**config.mk**
```make
export PLATFORM = sky130hd
export DESIGN_NAME = alu_exec
export DESIGN_NICKNAME = d
export VERILOG_FILES = /design/src/rtl/alu_exec.sv
export SDC_FILE = /design/constraint.sdc
export NUM_CORES = 1
export LEC_CHECK = 0
export BUFFER_PORTS_ARGS = -buffer_cell sky130_fd_sc_hd__buf_2
export CAP_MARGIN = 20
export CORE_AREA = 2 2 106 211
export DETAILED_ROUTE_END_ITERATION = 10
export DIE_AREA = 0 0 108 213
export GPL_TIMING_DRIVEN = 0
export HOLD_SLACK_MARGIN = 0.12
export PLACE_DENSITY = 0.51
export SLEW_MARGIN = 30
export SYNTH_ARGS = -nofsm -noshare
export SYNTH_HDL_FRONTEND = slang
export SYNTH_SLANG_ARGS = --single-unit
export TNS_END_PERCENT = 20
```
**constraint.sdc**
```tcl
create_clock -name clk -period 3.38 [get_ports clk]
set_input_delay 0.338 -clock clk [delete_from_list [all_inputs] [get_ports clk]]
set_output_delay 0.338 -clock clk [all_outputs]
set_load 0.1 [all_outputs]
```
**src/rtl/alu_exec.sv**
```systemverilog
// ---------------------------------------------------------------------------
// alu_exec
//
// Execute stage fed by the ALU control decoder. It conditions two 16-bit
// operands, computes an adder/logic or shifter result plus Z/N/C/V flags, and
// registers the bundle into an execute-to-memory stage. That stage has a
// valid/ready handshake, a 2-entry (main + skid) buffer and a synchronous
// flush.
//
// Ports
//   clk, rst_n            clock, asynchronous active-low reset
//   flush                 synchronous flush of both buffer entries
//   in_valid / in_ready   input handshake (in_ready is a registered signal)
//   a, b                  16-bit operands
//   alu_op                operation select (rol/sll/sra/srl/add/or/xor/and)
//   inv_a, inv_b, cin     operand inversion and adder carry-in
//   shamt                 shift/rotate amount
//   flip_1, flip_2        bit-reverse the shifter input / output
//   shift                 1 = shifter path, 0 = adder/logic path
//   SLBI                  OR b[7:0] into the shifter result
//   tag_in / tag_out      pass-through destination tag
//   out_valid / out_ready output handshake
//   result, flag_*        registered result and condition flags
// ---------------------------------------------------------------------------
module alu_exec #(
  parameter int TAG_W = 3
) (
  input  logic             clk,
  input  logic             rst_n,
  input  logic             flush,
  input  logic             in_valid,
  output logic             in_ready,
  input  logic [15:0]      a,
  input  logic [15:0]      b,
  input  logic [2:0]       alu_op,
  input  logic             inv_a,
  input  logic             inv_b,
  input  logic             cin,
  input  logic [3:0]       shamt,
  input  logic             flip_1,
  input  logic             flip_2,
  input  logic             shift,
  input  logic             SLBI,
  input  logic [TAG_W-1:0] tag_in,
  output logic             out_valid,
  input  logic             out_ready,
  output logic [15:0]      result,
  output logic             flag_z,
  output logic             flag_n,
  output logic             flag_c,
  output logic             flag_v,
  output logic [TAG_W-1:0] tag_out
);

  typedef struct packed {
    logic [15:0]      result;
    logic             z;
    logic             n;
    logic             c;
    logic             v;
    logic [TAG_W-1:0] tag;
  } entry_t;

  function automatic logic [15:0] bitrev(input logic [15:0] x);
    logic [15:0] r;
    for (int i = 0; i < 16; i++) r[i] = x[15-i];
    return r;
  endfunction

  // -------------------------------------------------------------------------
  // Datapath (combinational, evaluated in the accept cycle)
  // -------------------------------------------------------------------------
  logic [15:0] a_cond, b_cond;
  logic [16:0] sum17;
  logic [15:0] logic_res;
  logic [15:0] s_in, sh_raw, s_out, shift_res;
  logic        is_add;
  entry_t      new_entry;

  assign a_cond = inv_a ? ~a : a;
  assign b_cond = inv_b ? ~b : b;
  assign sum17  = {1'b0, a_cond} + {1'b0, b_cond} + {16'd0, cin};
  assign is_add = !shift && (alu_op == 3'b100);

  // The shifter works on the raw operand a, not the conditioned a_cond.
  assign s_in = flip_1 ? bitrev(a) : a;

  always_comb begin
    // NOTE: every variable written in a combinational block gets a default
    // first, so no path can leave it unassigned and infer a latch.
    sh_raw = 16'h0000;
    case (alu_op)
      // A right shift by 16 yields 0, which makes shamt=0 a clean pass-through.
      3'b000:  sh_raw = (s_in << shamt) | (s_in >> (5'd16 - {1'b0, shamt}));
      3'b001:  sh_raw = s_in << shamt;
      3'b010:  sh_raw = 16'($signed(s_in) >>> shamt);
      3'b011:  sh_raw = s_in >> shamt;
      default: sh_raw = 16'h0000;
    endcase
  end

  assign s_out     = flip_2 ? bitrev(sh_raw) : sh_raw;
  assign shift_res = SLBI ? (s_out | {8'h00, b[7:0]}) : s_out;

  always_comb begin
    logic_res = 16'h0000;
    case (alu_op)
      3'b100:  logic_res = sum17[15:0];
      3'b101:  logic_res = a_cond | b_cond;
      3'b110:  logic_res = a_cond ^ b_cond;
      3'b111:  logic_res = a_cond & b_cond;
      default: logic_res = 16'h0000;
    endcase
  end

  always_comb begin
    new_entry.result = shift ? shift_res : logic_res;
    new_entry.z      = (new_entry.result == 16'h0000);
    new_entry.n      = new_entry.result[15];
    new_entry.c      = is_add & sum17[16];
    new_entry.v      = is_add & (a_cond[15] == b_cond[15]) & (sum17[15] != a_cond[15]);
    new_entry.tag    = tag_in;
  end

  // -------------------------------------------------------------------------
  // Main + skid buffer
  // -------------------------------------------------------------------------
  entry_t main_q, main_d, skid_q, skid_d;
  logic   main_valid_q, main_valid_d;
  logic   skid_valid_q, skid_valid_d;
  logic   accept, xfer;

  // in_ready depends only on a flop, so there is no combinational path from
  // out_ready back to the producer.
  assign in_ready = !skid_valid_q;
  assign accept   = in_valid && in_ready;
  assign xfer     = main_valid_q && out_ready;

  always_comb begin
    main_d       = main_q;
    skid_d       = skid_q;
    main_valid_d = main_valid_q;
    skid_valid_d = skid_valid_q;

    if (flush) begin
      // Flush wins over everything, including an accept in the same cycle.
      main_valid_d = 1'b0;
      skid_valid_d = 1'b0;
    end else if (skid_valid_q) begin
      // in_ready is low here, so no accept can coincide with a skid drain.
      if (xfer) begin
        main_d       = skid_q;
        skid_valid_d = 1'b0;
      end
    end else if (accept) begin
      if (!main_valid_q || xfer) begin
        main_d       = new_entry;
        main_valid_d = 1'b1;
      end else begin
        skid_d       = new_entry;
        skid_valid_d = 1'b1;
      end
    end else if (xfer) begin
      main_valid_d = 1'b0;
    end
  end

  // NOTE: payload registers are reset as well as the valids, because the
  // outputs must read zero straight out of reset and the entries are tiny.
  always_ff @(posedge clk or negedge rst_n) begin
    if (!rst_n) begin
      main_q       <= '0;
      skid_q       <= '0;
      main_valid_q <= 1'b0;
      skid_valid_q <= 1'b0;
    end else begin
      // NOTE: non-blocking assignments in clocked blocks so every flop samples
      // the pre-edge value of the others.
      main_q       <= main_d;
      skid_q       <= skid_d;
      main_valid_q <= main_valid_d;
      skid_valid_q <= skid_valid_d;
    end
  end

  assign out_valid = main_valid_q;
  assign result    = main_q.result;
  assign flag_z    = main_q.z;
  assign flag_n    = main_q.n;
  assign flag_c    = main_q.c;
  assign flag_v    = main_q.v;
  assign tag_out   = main_q.tag;

endmodule

```
== Word level (Yosys, flattened, before mapping) ==
Cells that the tools add are included.
W data, S select, Z words.
Word-level totals
  flip-flop bits (word level): 48
  logic and storage cells: 83
  input port bits: 54
  output and inout bits: 25
Cells by class
  bitwise operators: 13
  $add $sub $neg: 3
  reduce and logical (&&, ||, !) cells: 15
  equal/unequal tests: 12
  multiplexer cells: 22
  shift-type cells: 4
Operators by type and width (number)
  $pmux W16 S4: 2
  $mux W16: 6
  $mux W23: 4
  $not A16 Y16: 2
  $or A16 B16 Y16: 2
  $add A16 B16 Y17: 1
  $add A17 B1 Y17: 1
  $and A16 B16 Y16: 1
  $logic_not A16 Y1: 1
  $or A16 B8 Y16: 1
  $shl A16 B4 Y16: 1
  $shr A16 B4 Y16: 1
  $shr A16 B5 Y16: 1
  $sshr A16 B4 Y16: 1
  $xor A16 B16 Y16: 1
  $eq A3 B3 Y1 const B: 4
  $mux W1: 10
  $reduce_and A4 Y1: 2
  $eq A3 B2 Y1 const B: 2
  $sub A5 B4 Y5 const A: 1
  $reduce_bool A2 Y1: 2
  $and A1 B1 Y1: 3
  $eq A3 B1 Y1 const B: 1
  $logic_and A1 B1 Y1: 3
  other kinds (11): 15

== Depth between registers and ports, before layout ==
Gate-level depths: netlist of the first run.
  depth after elaboration: 12
  depth in mapped cells: 16
  depth with buffers taken out: 13

== Least setup slack after synthesis of the first run ==
Ideal clock, no wire load.
  path kind: in2reg
  start point: in shamt[1]
  end point: reg skid_q[6] (netlist name)
  path buffers: 4
  stages on the path: 15
  data arrival time: 3784 ps
  data required time: 3303 ps
  library setup time: 77 ps
  setup slack: -480 ps
  cell sequence: clkbuf_2 > buf_2 > inv_1 > clkbuf_1 > ha_1 > xor2_1 > clkbuf_1 > mux4_2 > a311oi_1 > and4_1 > nor3_1 > or4b_4 > a2111oi_4 > nand4_1 > o21ai_1
Between the ends
  word-level cells in the longest chain between the ends: 9
  elaborated cells on any way between the ends: 12
  those cells by class: add/sub (1); shift (4); mux (4); bitwise (2); reduce/logical (1)
RTL lines
  from (decl): line 39  | input logic [3:0] shamt,
  $sub A5 B4 Y5: line 94  | 3'b000: sh_raw = (s_in << shamt) | (s_in >> (5'd16 - {1'b0, shamt}));
  $shr A16 B5 Y16: line 94
  $or A16 B16 Y16: line 94
  $pmux W16 S4 (*): line 92  | case (alu_op)
  $mux W16 (*): line 102  | assign s_out = flip_2 ? bitrev(sh_raw) : sh_raw;
  $or A16 B8 Y16: line 103  | assign shift_res = SLBI ? (s_out | {8'h00, b[7:0]}) : s_out;
  $mux W16 (*): line 103
  $mux W16 (*): line 117  | new_entry.result = shift ? shift_res : logic_res;
  $logic_not A16 Y1 (*): line 118  | new_entry.z = (new_entry.result == 16'h0000);
  to (signal assigned): line 180  | skid_q <= skid_d;
  to (decl): line 128  | entry_t main_q, main_d, skid_q, skid_d;
Mark *: on every way between the ends. The rest lies on a longest branch, timed or not.
A chain may end at the register's enable or synchronous reset.

== Worst setup path after layout of the first run ==
  start point: in alu_op[2]
  end point: reg main_q (netlist bit flag_z)
Between the ends
  word-level cells in the longest chain between the ends: 10
  elaborated cells on any way between the ends: 18
  those cells by class: eq/ne (7); mux (8); bitwise (1); reduce/logical (2)
RTL lines
  from (decl): line 35  | input logic [2:0] alu_op,
  $eq A3 B2 Y1, or another cell as far along: line 92
  $pmux W16 S4: line 92
  $mux W16: line 102
  $or A16 B8 Y16: line 103
  $mux W16: line 103
  $mux W16 (*): line 117
  $logic_not A16 Y1 (*): line 118
  $mux W23 (*): line 156  | if (!main_valid_q || xfer) begin
  $mux W23 (*): line 155  | end else if (accept) begin
  $mux W23 (*): line 149  | end else if (skid_valid_q) begin
  to (signal assigned): line 179  | main_q <= main_d;
  to (decl): line 128
Mark *: on every way between the ends. The rest lies on a longest branch, timed or not. The select of a mux whose other input is x is not followed.

==> impl_metrics.py, run 1 <==
metrics = {
    "outcome": {
        "outcome": "finished, final reports clean",
    },
    "sta": {
        "final_max_slew_viol_count": 0,
        "fmax_ghz": 0.297,
        "tightest_slew_ps": 876,
        "hold_viol": 0,
        "slew_headroom": 0.413,
        "rsz0062_at_grt": "yes",
        "hold_ws_ps": 250,
        "fin_crit_sh": 0.998,
        "fin_worst_skew_ps": 8.56,
        "min_period_ps": 3370,
        "setup_viol": 0,
        "setup_slack_ps": 7.86,
    },
    "yosys": {
        "synthesis.nets": 1079,
        "synth_edf_count": 0,
        "yosysSeqAreaShare": 0.144,
        "netlist_instances": 990,
        "synthFlopType": "dfrtp_1",
        "yosysWarnings": 0,
        "async_reset_ff_frac": 1.00,
        "synth_area_sq_um": 8000,
        "synth-seq-cells": 46,
        "synth.avg_cell_area_sq_um": 8.08,
        "yosysUniqueCellTypes": 85,
    },
    "setup_path": {
        "slowest_delay_ps": 680,
        "crit_type": "in -> reg",
        "cp.buffers_inverters": 2,
        "crit_required_ps": 3560,
        "cp_top_family": "simple AND/OR/NAND/NOR gates",
        "end_kind": "flip-flop",
        "cp_cell_sequence": "buf_2 -> clkbuf_1 -> nand2b_1 -> nor2_1 -> o21ai_0 -> o2111ai_1 -> a211oi_2 -> o211a_1 -> and4_1 -> nand4_1 -> o21ai_1",
        "start_kind": "primary input",
        "critPathMaxFanout": 10,
        "cp.arrival_ps": 3550,
        "critical_path.slowest_cell": "nor2_1",
    },
    "route": {
        "vias": 8863,
        "routed_via_density": 6.55,
        "routedWlPerCell_um": 31.1,
        "drcViolationCount": 0,
        "drt-total-wl_mm": 42.1,
        "drtAntennaViolNets": 0,
        "drt_iter0_markers": 555,
        "dr.pass1.iters": 5,
    },
    "clock_tree": {
        "clk_latency_ps": 300,
        "clk_pin_slew_worst_paths_ps": 60,
        "cts_tree": "yes",
        "htree_levels": 2,
        "numCtsBuffers": 5,
        "cts.path.max_buffers": 2,
        "cts_sinks": 46,
        "cts-root-buf": "clkbuf_16",
    },
    "power": {
        "p_per_area_nw_per_um2": 366,
        "ir_worst_vdd_v": 0.000360,
        "totalPowerFinal_mw": 3.55,
        "power_leakage_nw": 4.07,
    },
    "grt": {
        "antenna_found_initial": 1,
        "grt_pass1_wl_mm": 59.9,
        "grt_overflow": 0,
        "grt_max_degree": 47,
        "grt_usage": 0.364,
        "grt_pass1_vias": 9064,
    },
    "floorplanning": {
        "die_w_um": 108,
        "fp.dieH_um": 213,
        "core.rowCount": 76,
        "num_io_pins": 79,
        "die_area_sq_um": 23000,
        "start_util": 0.374,
        "coreArea_sq_um": 21400,
    },
    "placement": {
        "place.detailed.hpwl_mm": 34.3,
        "dp_slack_ps": -1560,
        "place_congestion": 0.997,
        "placed_cells": 1332,
        "io_buffer_count": 69,
    },
    "layout": {
        "final_core_util": 0.454,
        "drive_above_1_share": 0.308,
        "nets": 1168,
        "stdcell_count": 1354,
        "syn_to_final_growth_pct": 21.3,
    },
    "worst_hold_path": {
        "min_path_type": "in -> reg",
    },
    "run": {
        "max-cap-violations": 0,
    },
}
-- path summary, 6_finish.rpt --
path / start / endpoint / slack [ps] / cells after the start
max in group asynchronous: rst_n / flag_v / 2380 / 2
hold reg to reg: tag_out[2] / tag_out[2] / 470 / 2
hold / removal: tag_in[2] / skid_q[2] / 250 / 3
setup reg to reg: skid_valid_q / result[8] / 860 / 6
min in group asynchronous: rst_n / result[2] / 600 / 2
setup / recovery: alu_op[2] / flag_z / 8 / 11
-- per-stage QoR --
step	setup TNS, ps	area, sq um
after floorplan	0	8080
after global placement	-24490	8760
after detailed placement	-24540	8770
after CTS	-25.3	9360
after global routing	-266	9710
final	0	9710
-- area by class of cell --
| type | instances | area, sq um |
|---|---|---|
| Clock buffer | 6 | 129 |
| Fill cell | 2221 | 11700 |
| Multi-Input combinational cell | 803 | 6720 |
| Timing Repair Buffer | 91 | 553 |
| Tap cell | 273 | 342 |
| Clock inverter | 2 | 37.5 |
| Sequential cell | 46 | 1150 |
| Antenna cell | 1 | 2.50 |
| Inverter | 48 | 189 |
| Buffer | 84 | 583 |
-- report_power, final --
part | internal, mW | switching, mW | leakage [nW]
Clock | 0.349 | 0.215 | 0.0771
Sequential | 0.658 | 0.0536 | 0.600
Combinational | 0.743 | 1.53 | 3.39
-- cells in the final DEF (no fill, tap or decap), types with 11 or more instances in the layout --
cell	instances
nor2b_1	15
o21ai_0	53
mux2i_1	54
mux2_2	44
nand2b_1	15
inv_1	42
o31ai_1	13
buf_2	78
clkbuf_4	13
xor2_1	17
o22ai_1	12
dfrtp_1	46
ha_1	26
o211ai_1	12
nand3_1	15
mux4_2	38
nand2_1	115
a21oi_1	33
buf_6	11
nor3_1	15
xor2_2	12
buf_4	32
clkbuf_1	23
nand4_1	13
nor2_1	54
-- synthesized netlist by cell type, types with 9 or more instances --
cell	instances	area share
nand2_1	115	0.054
mux2i_1	59	0.074
o21ai_0	59	0.037
nor2_1	54	0.025
clkbuf_1	52	0.024
dfrtp_1	46	0.14
inv_1	44	0.021
mux2_2	44	0.062
a21oi_1	38	0.024
mux4_2	38	0.11
ha_1	33	0.052
xor2_1	32	0.035
buf_2	20	0.013
nor3_1	17	0.011
o31ai_1	17	0.016
nand2b_1	15	0.012
nand3_1	15	0.0094
nor2b_1	15	0.012
buf_1	14	0.0066
nand4_1	13	0.010
a211oi_1	12	0.011
o211ai_1	12	0.011
o22ai_1	12	0.0094
a21o_1	10	0.0094
and3_1	10	0.0078
o21a_1	10	0.0094
or3_1	10	0.0078
a31oi_1	9	0.0070
nor4_1	9	0.0070
-- worst min-delay path, stage by stage --
cell and delay [ps]:
buf_2 90, nand2_1 40, nand2_1 40
-- cells by family after synthesis --
group | count (synthesis) | share of synthesized area
and+or+nand+nor | 309 | 0.191
DFF | 46 | 0.144
AOI/OAI and AO/OA | 275 | 0.242
muxes | 144 | 0.248
xor gates and xnor gates | 40 | 0.0438
buffers and inverters | 141 | 0.0737
adders and majority gates | 35 | 0.0566
-- per-layer routing --
| layer | wire length [um] | vias to the layer above | share of wire | track usage |
|---|---|---|---|---|
| met5 | 0 | - | 0 | 0 |
| met2 | 22100 | 488 | 0.53 | 0.683 |
| met1 | 12500 | 4265 | 0.30 | 0.312 |
| met4 | 5450 | 0 | 0.13 | 0.366 |
| li1 | - | 3889 | - | - |
| met3 | 2070 | 221 | 0.049 | 0.0455 |
-- timing repair --
item | CTS | global route
pin swaps | 11 | 14
endpoints found under the setup margin | 30 | 7
hold buffers | 1 | 0
setup buffers | 10 | 9
resized for setup | 97 | 73
hold endpoints to repair | 46 | 0
cloned | 0 | 2
-- sequential cells by signal (all words and copies together), names as in the netlist --
name          count
skid_q           22
result           16
tag_out           3
flag_c            1
flag_v            1
flag_z            1
out_valid         1
skid_valid_q      1
Power figures use the tool's default switching activity.
==> run 2: changes to the inputs <==
--- a/config.mk
+++ b/config.mk
@@ -13,6 +13,7 @@
 export GPL_TIMING_DRIVEN = 0
 export HOLD_SLACK_MARGIN = 0.12
 export PLACE_DENSITY = 0.51
+export RECOVER_POWER = 100
 export SLEW_MARGIN = 30
 export SYNTH_ARGS = -nofsm -noshare
 export SYNTH_HDL_FRONTEND = slang
==> run 2 against run 1 <==
Against the previous run:
- via count is 0.17% higher
- sequential power hardly changed
- core utilization is 0.15 points lower
- critical path depth is 1 higher
- register-to-register slack hardly changed
- sequential cell count stayed put
- power is 0.39% lower
- routed wire length is 0.20% higher
- first-iteration DRC count stayed put
- clock skew hardly changed
- clock power hardly changed
- non-clock buffer count stayed put
- largest power group unchanged
==> impl_metrics.py, run 2 (synthesized netlist as in run 1, its figures left out) <==
metrics = {
    "setup_path": {
        "crit_type": "in -> reg",
        "cp_num_cells": 12,
        "cp.arrival_ps": 3590,
        "worstRegToRegCells": 6,
        "start_kind": "primary input",
        "crit_start": "shamt[0]",
        "cp.buffers_inverters": 3,
        "slowest_delay_ps": 570,
        "cp_top_family": "compound AO/OA/AOI/OAI gates",
        "critical_path.slowest_cell": "or4_4",
        "r2r_slack_ps": 860,
        "crit_top_cell": "buf_6",
        "crit_required_ps": 3600,
        "reg2reg_to": "result[8]",
        "cp_cell_sequence": "buf_6 -> buf_6 -> buf_4 -> mux2i_2 -> o32ai_1 -> o221ai_2 -> a31oi_1 -> o21a_1 -> or4_4 -> a2111oi_4 -> nand4_1 -> o21ai_1",
        "rr_startpoint": "skid_valid_q",
        "critPathMaxFanout": 10,
        "crit_path_end": "skid_q[6]",
        "end_kind": "flip-flop",
    },
    "sta": {
        "final_max_slew_viol_count": 0,
        "min_period_ps": 3370,
        "fin_crit_sh": 0.998,
        "fmax_ghz": 0.296,
        "hold_viol": 0,
        "setup_viol": 0,
        "slew_headroom": 0.203,
        "fin_worst_skew_ps": 8.59,
        "tightest_slew_ps": 1200,
        "rsz0062_at_grt": "yes",
    },
    "clock_tree": {
        "cts-root-buf": "clkbuf_16",
        "cts.path.max_buffers": 2,
        "cts_sinks": 46,
        "htree_levels": 2,
        "numCtsBuffers": 5,
        "clk_pin_slew_worst_paths_ps": 60,
        "clk_latency_ps": 300,
        "cts_tree": "yes",
    },
    "grt": {
        "grt_pass1_vias": 9064,
        "grt_max_degree": 47,
        "grt_usage": 0.364,
        "grt_pass1_wl_mm": 59.9,
        "grt_overflow": 0,
        "antenna_found_initial": 1,
    },
    "placement": {
        "place.detailed.hpwl_mm": 34.3,
        "placed_cells": 1332,
        "place_congestion": 0.997,
        "io_buffer_count": 69,
    },
    "power": {
        "p_per_area_nw_per_um2": 366,
        "ir_worst_vdd_v": 0.000357,
        "power_leakage_nw": 3.98,
        "totalPowerFinal_mw": 3.54,
    },
    "route": {
        "drt_iter0_markers": 555,
        "drt-total-wl_mm": 42.2,
        "routed_via_density": 6.56,
        "dr.pass1.iters": 5,
        "drtAntennaViolNets": 0,
        "drcViolationCount": 0,
        "vias": 8878,
        "routedWlPerCell_um": 31.2,
    },
    "layout": {
        "layout_common_cells": "nand2_1 (115), nor2_1 (54), mux2i_1 (54), buf_2 (54), o21ai_0 (53)",
        "drive_above_1_share": 0.286,
        "syn_to_final_growth_pct": 20.9,
        "final_common_cell": "nand2_1",
        "nets": 1168,
        "largest-register": "skid_q",
        "stdcell_count": 1354,
        "n_fill_cell": 2224,
        "largest_reg_flops": 22,
    },
    "floorplanning": {
        "core.rowCount": 76,
        "die_w_um": 108,
        "die_area_sq_um": 23000,
        "coreArea_sq_um": 21400,
        "start_util": 0.374,
        "num_io_pins": 79,
        "fp.dieH_um": 213,
    },
    "worst_hold_path": {
        "min_path_type": "in -> reg",
    },
    "outcome": {
        "outcome": "finished, final reports clean",
    },
    "run": {
        "max-cap-violations": 0,
    },
}
[run 2: how the worst min path moves through the flow]
stage                     slack (ps)       from           end  cells past startpoint
after floorplan                   40      rst_n        flag_c                      0
after detailed placement         380      rst_n     result[2]                      1
final                            250  tag_in[2]     skid_q[2]                      3
after global placement           460  skid_q[9]     skid_q[9]                      2
after global routing             260  out_ready  skid_valid_q                      2
after CTS                        250  tag_in[2]     skid_q[2]                      3
[run 2: layer usage]
layer	track usage	wire length [um]	up-vias
met2	0.683	22200	496
met3	0.0455	2130	219
met1	0.312	12500	4272
met4	0.366	5420	0
li1	-	-	3891
met5	0	0	-
[run 2: tightest hold or removal path, cell delays in order]
cell	delay, ps
buf_2	90
nand2_1	40
nand2_1	40
[run 2: cell type report]
type                            instances  area [sq um]  area share
Multi-Input combinational cell        803          6720       0.695
Sequential cell                        46          1150       0.119
Buffer                                 84           583      0.0603
Timing Repair Buffer                   91           520      0.0538
Tap cell                              273           342      0.0353
Inverter                               48           189      0.0195
Clock buffer                            6           129      0.0133
Clock inverter                          2          37.5     0.00388
Antenna cell                            1          2.50    0.000259
[run 2: where the power goes]
group / internal, mW / switching, mW / total (mW)
clock: 0.349 / 0.215 / 0.564
sequential: 0.658 / 0.0555 / 0.713
combinational: 0.726 / 1.53 / 2.26
total: 1.73 / 1.80 / 3.54
[run 2: what timing repair did]
item                       in CTS  in global routing
cloned                          0                  2
hold endpoints to repair       46                  0
hold buffers                    1                  0
setup endpoints to repair      30                  7
pin swaps                      11                 14
gates resized for setup        97                 73
setup buffers                  10                  9
[run 2: through the flow]
step                TNS [ps]  cell area (sq um)  hold slack, ps  worst slack, ps  utilization
finish                     0               9670             251             7.03        0.452
global route            -266               9670             258            -80.6        0.452
CTS                    -25.3               9360             249            -15.3        0.437
detailed placement    -24540               8770             376            -1560        0.410
global placement      -24490               8760             458            -1550        0.410
floorplan                  0               8080            42.4             11.7            -
==> run 3: changes to the inputs <==
--- a/config.mk
+++ b/config.mk
@@ -6,15 +6,14 @@
 export NUM_CORES = 1
 export LEC_CHECK = 0
 export BUFFER_PORTS_ARGS = -buffer_cell sky130_fd_sc_hd__buf_2
-export CAP_MARGIN = 20
+export CAP_MARGIN = 10
 export CORE_AREA = 2 2 106 211
 export DETAILED_ROUTE_END_ITERATION = 10
 export DIE_AREA = 0 0 108 213
 export GPL_TIMING_DRIVEN = 0
 export HOLD_SLACK_MARGIN = 0.12
 export PLACE_DENSITY = 0.51
-export RECOVER_POWER = 100
-export SLEW_MARGIN = 30
+export SLEW_MARGIN = 25
 export SYNTH_ARGS = -nofsm -noshare
 export SYNTH_HDL_FRONTEND = slang
 export SYNTH_SLANG_ARGS = --single-unit
==> run 3 against run 2 <==
Against the previous run:
- the run now ends with negative setup slack left
- cell area rose by 0.66%
- largest cell class unchanged
- non-clock buffer count up 4
- critical path type unchanged
- worst setup slack worse by 40 ps
- highest routed layer unchanged
- critical path depth shrank 1
- register-to-register slack about the same
- cell count is 0.22% higher
- power is 0.40% higher
- maximum frequency fell by 1.2%
- first-iteration DRC count fell by 6.7%
==> impl_metrics.py, run 3 (synthesized netlist as in run 1, its figures left out) <==
metrics = {
    "clock_tree": {
        "htree_levels": 2,
        "clk_pin_slew_worst_paths_ps": 70,
        "cts_tree": "yes",
        "numCtsBuffers": 5,
        "clk_latency_ps": 300,
        "cts-root-buf": "clkbuf_16",
        "cts.path.max_buffers": 2,
        "cts_sinks": 46,
    },
    "setup_path": {
        "crit_required_ps": 3560,
        "end_kind": "flip-flop",
        "worstRegToRegCells": 6,
        "cp.arrival_ps": 3590,
        "rr_startpoint": "skid_valid_q",
        "start_kind": "primary input",
        "reg2reg_to": "result[8]",
        "r2r_slack_ps": 850,
        "crit_type": "in -> reg",
        "critPathMaxFanout": 10,
    },
    "route": {
        "drcViolationCount": 0,
        "drt_iter0_markers": 518,
        "vias": 8920,
        "dr.pass1.iters": 5,
        "drtAntennaViolNets": 0,
        "routedWlPerCell_um": 31.3,
        "drt-total-wl_mm": 42.4,
        "routed_via_density": 6.57,
    },
    "worst_hold_path": {
        "min_path_type": "in -> reg",
        "hp-start": "tag_in[2]",
        "worstHoldPathCells": 3,
        "whs_endpoint": "skid_q[2]",
    },
    "floorplanning": {
        "start_util": 0.374,
        "die_w_um": 108,
        "die_area_sq_um": 23000,
        "fp.dieH_um": 213,
        "core.rowCount": 76,
        "num_io_pins": 79,
        "coreArea_sq_um": 21400,
    },
    "layout": {
        "nets": 1172,
        "layout_common_cells": "nand2_1 (113), buf_2 (81), mux2i_1 (55)",
        "drive_above_1_share": 0.310,
        "final_core_util": 0.455,
        "antenna_cells": 0,
        "largest-register": "skid_q",
        "final_common_cell": "nand2_1",
        "stdcell_count": 1357,
        "syn_to_final_growth_pct": 21.7,
        "finalInstanceArea_sq_um": 9740,
        "largest_reg_flops": 22,
    },
    "sta": {
        "slew_headroom": 0.430,
        "tightest_slew_ps": 853,
        "fin_crit_sh": 1.01,
        "fin_worst_skew_ps": 7.85,
        "rsz0062_at_grt": "yes",
        "fmax_ghz": 0.293,
        "hold_viol": 0,
        "setup_slack_ps": -33.4,
        "setup_viol": 4,
        "min_period_ps": 3410,
        "final_max_slew_viol_count": 0,
    },
    "grt": {
        "grt_overflow": 0,
        "grt_pass1_vias": 9131,
        "grt_usage": 0.367,
        "grt_max_degree": 47,
        "antenna_found_initial": 0,
        "grt_pass1_wl_mm": 60.4,
    },
    "outcome": {
        "violations": "negative setup slack",
        "outcome": "complete, but fails checks",
    },
    "power": {
        "p_per_area_nw_per_um2": 365,
        "ir_worst_vdd_v": 0.000433,
        "power_leakage_nw": 4.10,
        "totalPowerFinal_mw": 3.55,
    },
    "placement": {
        "place_congestion": 0.997,
        "dp_slack_ps": -1500,
        "place_area_sq_um": 8770,
        "placed_cells": 1332,
        "place.detailed.hpwl_mm": 34.4,
        "io_buffer_count": 69,
    },
    "run": {
        "max-cap-violations": 0,
    },
}
==> run 3: repair_timing <==
action / CTS / global route
buffers inserted: 8 / 15
endpoints found under the hold margin: 46 / 0
gates resized for setup: 103 / 64
pin swaps: 9 / 18
gates cloned: 0 / 1
hold buffers: 1 / 0
setup endpoints to repair: 29 / 11
==> run 3: per-layer routing <==
| metal | wire length [um] | part of all wire | track usage |
|---|---|---|---|
| met2 | 22400 | 0.53 | 0.689 |
| met3 | 1910 | 0.045 | 0.0415 |
| met4 | 5590 | 0.13 | 0.367 |
| met1 | 12600 | 0.30 | 0.319 |
| met5 | 0 | 0 | 0 |
==> run 3: worst max-delay path by stage <==
stage	from	end	slack [ps]	depth (start not counted)
3_5_place_dp	shamt[2]	skid_q[6]	-1500	11
4_1_cts	inv_b	skid_q[6]	-8	13
6_report	alu_op[2]	flag_z	-30	11
5_1_grt	inv_b	skid_q[6]	-60	14
2_1_floorplan	shamt[1]	result[13]	10	16
3_3_place_gp	shamt[2]	skid_q[6]	-1550	11
==> run 3: cell type report <==
type	instances	area, sq um
clock inverters	2	37.5
multi-input cells	803	6750
repair buffers	94	579
inverters	48	185
plain buffers	85	568
flip-flops and latches	46	1150
fillers	2246	11700
well taps	273	342
clock buffers	6	129
==> run 3: where the power goes <==
| group | switching [mW] | internal (mW) | total (mW) |
|---|---|---|---|
| Combinational | 1.53 | 0.742 | 2.27 |
| Sequential | 0.0532 | 0.657 | 0.711 |
| Clock | 0.217 | 0.349 | 0.567 |
| Total | 1.80 | 1.75 | 3.55 |
==> run 3: per-stage QoR <==
stage / hold WS, ps / setup TNS, ps
after floorplan: 42.4 / 0
after global placement: 458 / -24490
after detailed placement: 379 / -24380
after CTS: 249 / -7.99
after global routing: 262 / -121
final: 254 / -99.2
==> run 3: critical path, cell delays in order <==
cell and delay [ps]:
buf_2 110, clkbuf_1 240, nand2b_1 460, nor2_1 710
o21ai_0 510, o2111ai_1 370, a211oi_2 130, o211a_1 270
and4_1 210, nand4_1 140, o21ai_1 90
